**src/rtl/spi_slave_ctrl.sv**
```systemverilog
// SPI slave sequencer in the clk domain: shifts P_DATA_W-bit words MSB-first between
// pre-synchronized SCLK/CS_N strobes and a one-word tx holding buffer / rx valid pulse.
module spi_slave_ctrl #(
    parameter int P_DATA_W = 8,
    parameter bit P_CPOL   = 1'b0,
    parameter bit P_CPHA   = 1'b0
) (
    input  logic                clk,
    input  logic                rst,
    input  logic                sclk_pe,
    input  logic                sclk_ne,
    input  logic                cs_n,
    input  logic                cs_n_ne,
    input  logic                cs_n_pe,
    input  logic                mosi,
    output logic                miso,
    output logic                miso_oe,
    input  logic [P_DATA_W-1:0] tx_data,
    input  logic                tx_valid,
    output logic                tx_ready,
    output logic [P_DATA_W-1:0] rx_data,
    output logic                rx_valid,
    output logic                tx_underrun,
    output logic                frame_err
);
    localparam int               CNT_W    = $clog2(P_DATA_W);
    localparam logic [CNT_W-1:0] LAST_BIT = CNT_W'(P_DATA_W - 1);

    typedef enum logic {ST_IDLE, ST_XFER} state_t;

    state_t              state;
    logic [CNT_W-1:0]    bit_cnt;
    logic [P_DATA_W-2:0] rx_shift;
    logic [P_DATA_W-1:0] tx_shift;
    logic [P_DATA_W-1:0] tx_buf;
    logic [P_DATA_W-1:0] rx_next;
    logic [P_DATA_W-1:0] load_word;
    logic                load_pend;
    logic                sample_edge;
    logic                shift_edge;
    logic                in_xfer;
    logic                frame_end;
    logic                word_done;
    logic                do_load;
    logic                do_shift;
    logic                tx_write;

    assign sample_edge = (P_CPOL ^ P_CPHA) ? sclk_ne : sclk_pe;
    assign shift_edge  = (P_CPOL ^ P_CPHA) ? sclk_pe : sclk_ne;
    assign in_xfer     = (state == ST_XFER);
    // The cs_n level backs up the strobe so a missed cs_n_pe cannot leave a frame open.
    assign frame_end   = in_xfer && (cs_n_pe || cs_n);
    assign word_done   = in_xfer && sample_edge && (bit_cnt == LAST_BIT);
    assign rx_next     = {rx_shift, mosi};
    assign do_load     = (!in_xfer && cs_n_ne && !P_CPHA)
                       || (in_xfer && !frame_end && shift_edge && load_pend);
    assign do_shift    = in_xfer && !frame_end && shift_edge && !load_pend;
    assign load_word   = tx_ready ? '0 : tx_buf;
    assign tx_write    = tx_valid && tx_ready;
    assign miso        = tx_shift[P_DATA_W-1];

    always_ff @(posedge clk or posedge rst) begin
        if (rst) begin
            state       <= ST_IDLE;
            bit_cnt     <= '0;
            rx_shift    <= '0;
            tx_shift    <= '0;
            tx_buf      <= '0;
            load_pend   <= 1'b0;
            miso_oe     <= 1'b0;
            tx_ready    <= 1'b1;
            rx_data     <= '0;
            rx_valid    <= 1'b0;
            tx_underrun <= 1'b0;
            frame_err   <= 1'b0;
        end else begin
            // NOTE: pulses default low each cycle; later assignments in this block override.
            rx_valid    <= 1'b0;
            tx_underrun <= 1'b0;
            frame_err   <= 1'b0;

            if (do_load) begin
                tx_shift    <= load_word;
                tx_underrun <= tx_ready;
            end else if (do_shift) begin
                tx_shift <= {tx_shift[P_DATA_W-2:0], 1'b0};
            end

            // A load sees the buffer as it was; a same-cycle write refills it afterwards.
            if (tx_write) begin
                tx_buf   <= tx_data;
                tx_ready <= 1'b0;
            end else if (do_load) begin
                tx_ready <= 1'b1;
            end

            case (state)
                ST_IDLE: begin
                    if (cs_n_ne) begin
                        state     <= ST_XFER;
                        bit_cnt   <= '0;
                        miso_oe   <= 1'b1;
                        load_pend <= P_CPHA;
                    end
                end
                ST_XFER: begin
                    if (sample_edge) begin
                        rx_shift <= rx_next[P_DATA_W-2:0];
                        bit_cnt  <= word_done ? '0 : bit_cnt + 1'b1;
                    end
                    if (word_done) begin
                        rx_data   <= rx_next;
                        rx_valid  <= 1'b1;
                        load_pend <= 1'b1;
                    end else if (do_load) begin
                        load_pend <= 1'b0;
                    end
                    // A sample in the closing cycle counts before the bit count is judged.
                    if (frame_end) begin
                        state     <= ST_IDLE;
                        miso_oe   <= 1'b0;
                        bit_cnt   <= '0;
                        load_pend <= 1'b0;
                        frame_err <= sample_edge ? !word_done : (bit_cnt != '0);
                    end
                end
                default: state <= ST_IDLE;
            endcase
        end
    end

endmodule

```
**config.mk**
```make
export PLATFORM = sky130hd
export DESIGN_NAME = spi_slave_ctrl
export DESIGN_NICKNAME = d
export VERILOG_FILES = /design/src/rtl/spi_slave_ctrl.sv
export SDC_FILE = /design/constraint.sdc
export NUM_CORES = 1
export LEC_CHECK = 0
export ABC_AREA = 1
export ABC_CLOCK_PERIOD_IN_PS = 1300
export CORE_UTILIZATION = 40
export DETAILED_ROUTE_END_ITERATION = 7
export PLACE_DENSITY = 0.65
export SLEW_MARGIN = 10
export SYNTH_ARGS = -nofsm -noshare
export SYNTH_HDL_FRONTEND = slang
export SYNTH_SLANG_ARGS = --single-unit
```
**constraint.sdc**
```tcl
create_clock -name clk -period 1.3 [get_ports clk]
set_clock_uncertainty 0.2 [all_clocks]
set_input_delay 0.195 -clock clk [delete_from_list [all_inputs] [get_ports clk]]
set_output_delay 0.195 -clock clk [all_outputs]
set_load 0.05 [all_outputs]
```
== Word level (Yosys, flattened, before mapping) ==
Cells that the tools add are included.

* Output and inout bits: 14
* Logic and storage cells: 69
* Bits of input ports: 17
* Flip-flop bits (word level): 41

* Multiplexer cells: 27
* Bitwise gates (word level): 1
* Add/subtract/negate cells: 1
* Reductions and logical operators: 23
* Equality and inequality tests: 5

{| class="wikitable"
|+ Operators with widths
! cell !! count
|-
| 2-to-1 mux 8 bit || 3
|-
| 2-to-1 mux 1 bit || 16
|-
| 2-to-1 mux 3 bit || 4
|-
| AND reduction 2 bit || 5
|-
| logical AND 1 bit || 9
|-
| case mux 1 bit (2 select lines) || 3
|-
| case mux 3 bit (2 select lines) || 1
|-
| zero test 1 bit || 4
|-
| != test 4 x 1 -> 1 bit (second input constant) || 1
|-
| nonzero test 2 bit || 2
|-
| adder 3 x 1 -> 3 bit (second input constant) || 1
|-
| equality test 3 bit (second input constant) || 1
|-
| != test 3 x 2 -> 1 bit (second input constant) || 1
|-
| nonzero test 3 bit || 1
|-
| logical OR 1 bit || 2
|-
| != test 2 x 1 -> 1 bit (second input constant) || 1
|-
| != test 2 bit (second input constant) || 1
|-
| inverter 1 bit || 1
|}

== Longest topological paths before layout ==
Gate-level depths: netlist of the first run.

* Depth after elaboration: 11
* Gate-level depth with buffers: 7
* Mapped depth without buffers: 6

== Least setup slack after synthesis of the first run ==
Ideal clock, no wire load.

* Path kind: register to register
* From: reg tx_ready
* To: reg tx_buf[0]
* Clock period less this slack: 1.532 ns
* Buffers on the path: 2
* Required time: 0.979 ns
* Data arrival time: 1.211 ns
* Cell stages (with the launch flop): 6
* Setup time: 0.121 ns
* Path slack: -0.232 ns
* Path through: dfstp_2 -> buf_6 -> nand2_2 -> buf_4 -> nor2_1 -> a21oi_1

* Word-level cells in the longest chain between the ends: 1

{| class="wikitable"
|+ RTL lines
! element !! RTL line !! source
|-
| start: declaration || 20 || <nowiki>output logic tx_ready,</nowiki>
|-
| start signal: assignment || 71 || <nowiki>tx_ready <= 1'b1;</nowiki>
|-
| start signal: assignment || 92 || <nowiki>tx_ready <= 1'b0;</nowiki>
|-
| start signal: assignment || 94 || <nowiki>tx_ready <= 1'b1;</nowiki>
|-
| logical AND 1 bit || 59 || <nowiki>assign tx_write = tx_valid && tx_ready;</nowiki>
|-
| end signal: assignment || 91 || <nowiki>tx_buf <= tx_data;</nowiki>
|-
| end: declaration || 35 || <nowiki>logic [P_DATA_W-1:0] tx_buf;</nowiki>
|}

Every way passes these cells.
A chain may end at the register's enable or synchronous reset.

== Final worst setup path of the first run ==
* From: reg tx_ready
* To: out tx_ready

No word-level cell between the ends.

==> impl_metrics.ini, run 1 <==
[run_status]
outcome = finished with violations
violations = DRC, setup timing

[cells_and_area]
area_growth_pct = 64.5
drive_gt1_share_pct = 44.3
seq_area_sq_mm = 0.00103
n_fill_cell = 304
diodes = 0
multi_input_area_sq_um = 977
final_util_pct = 69.8
nets = 283
postLayoutCellArea_sq_mm = 0.00310
final_cells = 316

[global_route]
antenna_found_initial = 0
use_met2_pct = 26.1
grt_pass1_vias = 1407
gr-max-usage-layer = met2
grt_start_max_net_pins = 23
grt_pass1_wl_um = 6480
gr-usage-all-layers_pct = 16.7
grt_overflow = 0
grt_use_met1_pct = 22.8
met3_usage_pct = 3.28

[yosys]
synth-main-ff-cell = dfrtp_1
synth_edf_count = 0
synth_area_leaders = dfrtp_1, nand2_1, nand3_1
synth_area_leader_cell = dfrtp_1
syn_area_per_cell_sq_um = 9.61
syn_inst = 196
synth_seq_cells = 41
ys_async_sr_fraction_pct = 100
netlist_top_cells_count = dfrtp_1, nand2_1, inv_1
syn_nets = 216
synth-seq-area-share_pct = 54.5
yosys_warnings = 0
ys_types = 26
syn_area_sq_mm = 0.00188
yosysMostFrequentCell = dfrtp_1
synth_top_area_share_pct = 53.1

[floorplanning]
coreArea_sq_mm = 0.00444
die_y_um = 70.6
start_util_pct = 42.4
die-area_sq_mm = 0.00499
chipWidth_um = 70.6
io_pins = 31
rows = 24

[clock_network]
ctsRootBufferMaster = clkbuf_8
clk_latency_ns = 0.29
cts_buffers = 5
cts.sinks = 41
tritoncts = built
clkTransAtPathRegs_ns = 0.08
htree_levels = 2
cts.path.max_buffers = 2

[setup_path]
cp.required_ns = 0.90
rrSetupSlack_ns = -0.14
arrival_ns = 1.09
criticalPathCategory = reg -> out
r2r_cells = 7
cp-end-kind = primary output
reg2reg_to = bit_cnt[1]$_DFFE_PP0P_
worst_r2r_startpoint = bit_cnt[1]$_DFFE_PP0P_
cp_max_fo = 2
start_kind = flip-flop

[timing]
holdWs_ns = 0.107
worstMarginPinSlew_ns = 0.504
rsz0062_at_grt = true
hold_viol = 0
slew_violations = 0
slew-limit-headroom_pct = 66.4
fin_crit_ns = 1.48
max_freq_ghz = 0.675
setup_ws_ns = -0.181
setup_viol_count_final = 31
post-route-period-util_pct = 114

[power_and_ir_drop]
leakage_nw = 1.41
seq_power_share_pct = 36.3
clockPowerShare_pct = 20.9
power.switching_mw = 1.83
p_comb_share_pct = 42.8
power_density_mw_per_mm2 = 1650
p_int_mw = 3.28
ir_worst_vdd_mv = 0.881
sw_frac_of_total_pct = 35.8

[route]
routed_wl_um = 4840
first_iter_violations = 101
first_pass_iters = 7
route.detailed.drc = 4
viasPerCell = 5.15
via_count = 1626
wl_per_cell_um = 15.3
antenna_left = 0

[hold_path]
hp-class = in -> async

[placed_design]
port_buffers = 30
placed_area_sq_mm = 0.00251
hpwl_um = 2650
gp_congestion = 0.805
dp.cells = 288
preCtsSetupSlack_ns = -0.327

[flow_run]
max-cap-violations = 0
==> worst max-delay path: stages (launching register included) <==
cell	delay, ns
dfstp_2	0.57
buf_12	0.11
buf_12	0.12
==> cell families after synthesis <==
family	after synthesis	synth area share, %
buf+inv	31	9.03
flops	41	54.5
fa+ha+maj	3	1.99
compound gates	34	9.63
simple gates	87	24.8
==> placed cells by master, fill, tap and decap left out, types with 2 or more instances in the layout <==
cell type,synthesis,final
a21oi_1,10,6
a21oi_2,1,5
buf_12,0,19
buf_4,1,15
buf_6,4,11
clkbuf_8,0,6
clkdlybuf4s50_1,0,14
dfrtp_1,40,40
ha_4,0,2
inv_1,23,16
inv_2,0,4
inv_4,0,2
nand2_1,35,26
nand2_2,3,8
nand2_4,1,3
nand2_8,1,6
nand3_1,19,12
nand3_2,1,9
nand3_4,2,2
nand3b_1,8,8
nor2_1,14,4
nor2_2,0,3
nor2_4,1,8
o21ai_0,14,6
o21ai_1,8,10
o21ai_2,0,6
==> stage by stage <==
stage / setup TNS [ns] / total power [mW]
after CTS: -1.48 / 4.68
after floorplan: -1.98 / 2.83
after global routing: -3.67 / 5.36
after global placement: -7.35 / 3.39
final: -2.33 / 5.11
after detailed placement: -7.73 / 3.43
==> how the worst max path moves through the flow <==
stage                                   end  slack [ns]  cells past startpoint                 start
global placement    tx_shift[2]$_DFFE_PP0P_       -0.32                      6               cs_n_ne
CTS                                tx_ready       -0.20                      2  tx_ready$_DFFE_PP1P_
global route                       tx_ready       -0.20                      2  tx_ready$_DFFE_PP1P_
floorplan             tx_buf[0]$_DFFE_PP0P_       -0.18                      5  tx_ready$_DFFE_PP1P_
finish                             tx_ready       -0.18                      2  tx_ready$_DFFE_PP1P_
detailed placement  tx_shift[2]$_DFFE_PP0P_       -0.33                      6               cs_n_ne
==> power by group through the flow <==
stage / clock network (mW) / registers (mW) / logic, mW
5_1_grt: 1.14 / 1.89 / 2.34
2_1_floorplan: 0 / 1.99 / 0.839
3_5_place_dp: 0 / 1.89 / 1.55
4_1_cts: 1.08 / 1.84 / 1.76
6_report: 1.07 / 1.85 / 2.19
3_3_place_gp: 0 / 1.87 / 1.52
==> flip-flops by register name, indices dropped and copies added, names as in the netlist, 3 cells and up <==
register  cells
rx_data       8
tx_buf        8
tx_shift      8
rx_shift      7
bit_cnt       3
==> layout make-up <==
class | instances | share of cell area [%]
Clock buffer | 7 | 2.78
Multi-Input combinational cell | 128 | 31.5
Timing Repair Buffer | 63 | 25.9
Clock inverter | 1 | 0.969
Sequential cell | 41 | 33.1
Tap cell | 52 | 2.10
Inverter | 24 | 3.59
==> routing by layer <==
layer	vias to the layer above	share of wire (%)
li1	779	-
met1	792	43
met2	45	52
met3	10	3.0
met4	0	1.9
met5	-	0
==> timing repair <==
item                                    CTS  global route
hold endpoints to repair                  5             0
resized for setup                        27            59
pin swaps                                 4            16
cloned                                    1             3
buffers inserted                          6            11
endpoints found under the setup margin   23            38
hold buffers                              1             0
(Power assumes the default switching activity.)
==> run 2, diff against run 1 <==
--- a/config.mk
+++ b/config.mk
@@ -7,9 +7,11 @@
 export LEC_CHECK = 0
 export ABC_AREA = 1
 export ABC_CLOCK_PERIOD_IN_PS = 1300
+export CAP_MARGIN = 20
 export CORE_UTILIZATION = 40
+export CTS_CLUSTER_DIAMETER = 100
 export DETAILED_ROUTE_END_ITERATION = 7
-export PLACE_DENSITY = 0.65
+export DONT_BUFFER_PORTS = 1
 export SLEW_MARGIN = 10
 export SYNTH_ARGS = -nofsm -noshare
 export SYNTH_HDL_FRONTEND = slang
==> impl_metrics.ini, run 2 (synthesis gave the netlist of run 1 again) <==
[floorplanning]
start_util_pct = 42.4
die-area_sq_mm = 0.00499
io_pins = 31
rows = 24
coreArea_sq_mm = 0.00444
chipWidth_um = 70.6
die_y_um = 70.6

[clock_network]
cts_buffers = 5
tritoncts = built
ctsRootBufferMaster = clkbuf_8
clk_latency_ns = 0.29
htree_levels = 2
cts.sinks = 41
cts.path.max_buffers = 2
clkTransAtPathRegs_ns = 0.08

[route]
dr_wl_met3_um = 237
wl_per_cell_um = 15.8
routed_wl_um = 4850
wl_met2_um = 2350
route.detailed.drc = 5
wl_met1_um = 2160
antenna_left = 0
top_layer = met4
first_iter_violations = 166
via_count = 1583
first_pass_iters = 6
viasPerCell = 5.16

[setup_path]
criticalPathCategory = reg -> reg
cp_max_fo = 5
arrival_ns = 1.52
cp.required_ns = 1.32
cp-end-kind = flip-flop
r2r_cells = 6
start_kind = flip-flop

[timing]
setup_viol_count_final = 27
rsz0062_at_grt = true
slew-limit-headroom_pct = 70.8
hold_viol = 5
max_freq_ghz = 0.667
fin_crit_ns = 1.50
setup_ws_ns = -0.198
post-route-period-util_pct = 115
slew_violations = 0
holdWs_ns = -0.122
worstMarginPinSlew_ns = 0.438

[power_and_ir_drop]
power_density_mw_per_mm2 = 1610
leakage_nw = 1.34
ir_worst_vdd_mv = 0.661

[placed_design]
gp_congestion = 0.803
dp.cells = 262
hpwl_um = 2430
port_buffers = 0
preCtsSetupSlack_ns = -0.187

[flow_run]
max-cap-violations = 0

[global_route]
grt_overflow = 0
grt_pass1_vias = 1403
grt_start_max_net_pins = 19
antenna_found_initial = 0
gr-usage-all-layers_pct = 17.9
grt_pass1_wl_um = 6800

[cells_and_area]
area_growth_pct = 49.9
layout.cells.most_common_list = dfrtp_1, nand2_1, buf_4, inv_1, dlygate4sd3_1
top_regs = rx_data (8), tx_buf (8), tx_shift (8)
drive_gt1_share_pct = 39.2
multi_input_area_sq_um = 902
seq_area_sq_mm = 0.00103
diodes = 0
final_util_pct = 63.6
final_cells = 307
nets = 274
layout_commonest_cell = dfrtp_1
n_fill_cell = 360

[run_status]
violations = DRC, hold timing, setup timing
outcome = finished with violations

[hold_path]
hold_depth = 3
hp-class = in -> reg
==> run 2: cell types whose count changed in the layout (fill, tap and decap cells not counted), moves of 5 or more <==
| cell | change |
|---|---|
| buf_12 | -15 |
| clkdlybuf4s50_1 | -14 |
| dlygate4sd3_1 | +13 |
| dfrtp_1 | -6 |
| dfrtp_2 | +6 |
| nor2_4 | -6 |
| buf_4 | +5 |
| nand2_2 | -5 |
| nor2_1 | +5 |
==> run 2: final timing paths <==
| path | startpoint | slack [ns] | to |
|---|---|---|---|
| max | bit_cnt[0]$_DFFE_PP0P_ | -0.20 | load_pend$_DFFE_PP0P_ |
| min | cs_n | -0.12 | bit_cnt[0]$_DFFE_PP0P_ |
| max reg2reg | bit_cnt[0]$_DFFE_PP0P_ | -0.20 | load_pend$_DFFE_PP0P_ |
| min reg2reg | rx_shift[6]$_DFFE_PP0P_ | 0.29 | rx_data[7]$_DFFE_PP0P_ |
| max in group asynchronous | rst | 0.32 | tx_ready$_DFFE_PP1P_ |
| min in group asynchronous | rst | 0.11 | bit_cnt[2]$_DFFE_PP0P_ |
==> run 2: report_power, final <==
part | leakage, nW | switching (mW) | internal, mW
Clock | 0.0439 | 0.440 | 0.370
Sequential | 0.510 | 0.269 | 1.66
Combinational | 0.782 | 1.01 | 0.801
==> run 2: stage by stage <==
stage	instance area, sq um	setup TNS (ns)	power [mW]
5_1_grt	2830	-3.93	4.83
6_report	2830	-2.71	4.55
3_3_place_gp	2070	-3.24	3.00
3_5_place_dp	2070	-3.94	3.02
4_1_cts	2520	-3.22	4.16
2_1_floorplan	1910	-1.98	2.83
==> run 2: area by class of cell <==
class | instances | share of cell area (%)
Timing Repair Buffer | 55 | 22.3
Sequential cell | 41 | 36.6
Inverter | 24 | 3.76
Clock buffer | 5 | 2.44
Clock inverter | 3 | 0.620
Tap cell | 52 | 2.30
Multi-Input combinational cell | 127 | 31.9
==> run 2: layer usage <==
layer,up-vias,track usage (%)
met1,767,24.9
met3,10,4.42
li1,758,-
met2,48,27.3
met5,-,0
met4,0,6.67
==> run 2: worst max-delay path: stages (launching register included) <==
cell	delay, ns
dfrtp_1	0.39
ha_2	0.20
ha_4	0.13
nand3_4	0.10
buf_12	0.16
buf_6	0.12
a21oi_4	0.13
==> run 2: repair_timing <==
item	in CTS	in global routing
hold buffers	14	2
setup buffers	10	5
gates resized for setup	27	40
setup endpoints to repair	46	38
pin swaps	7	12
hold endpoints to repair	70	6
gates cloned	2	5
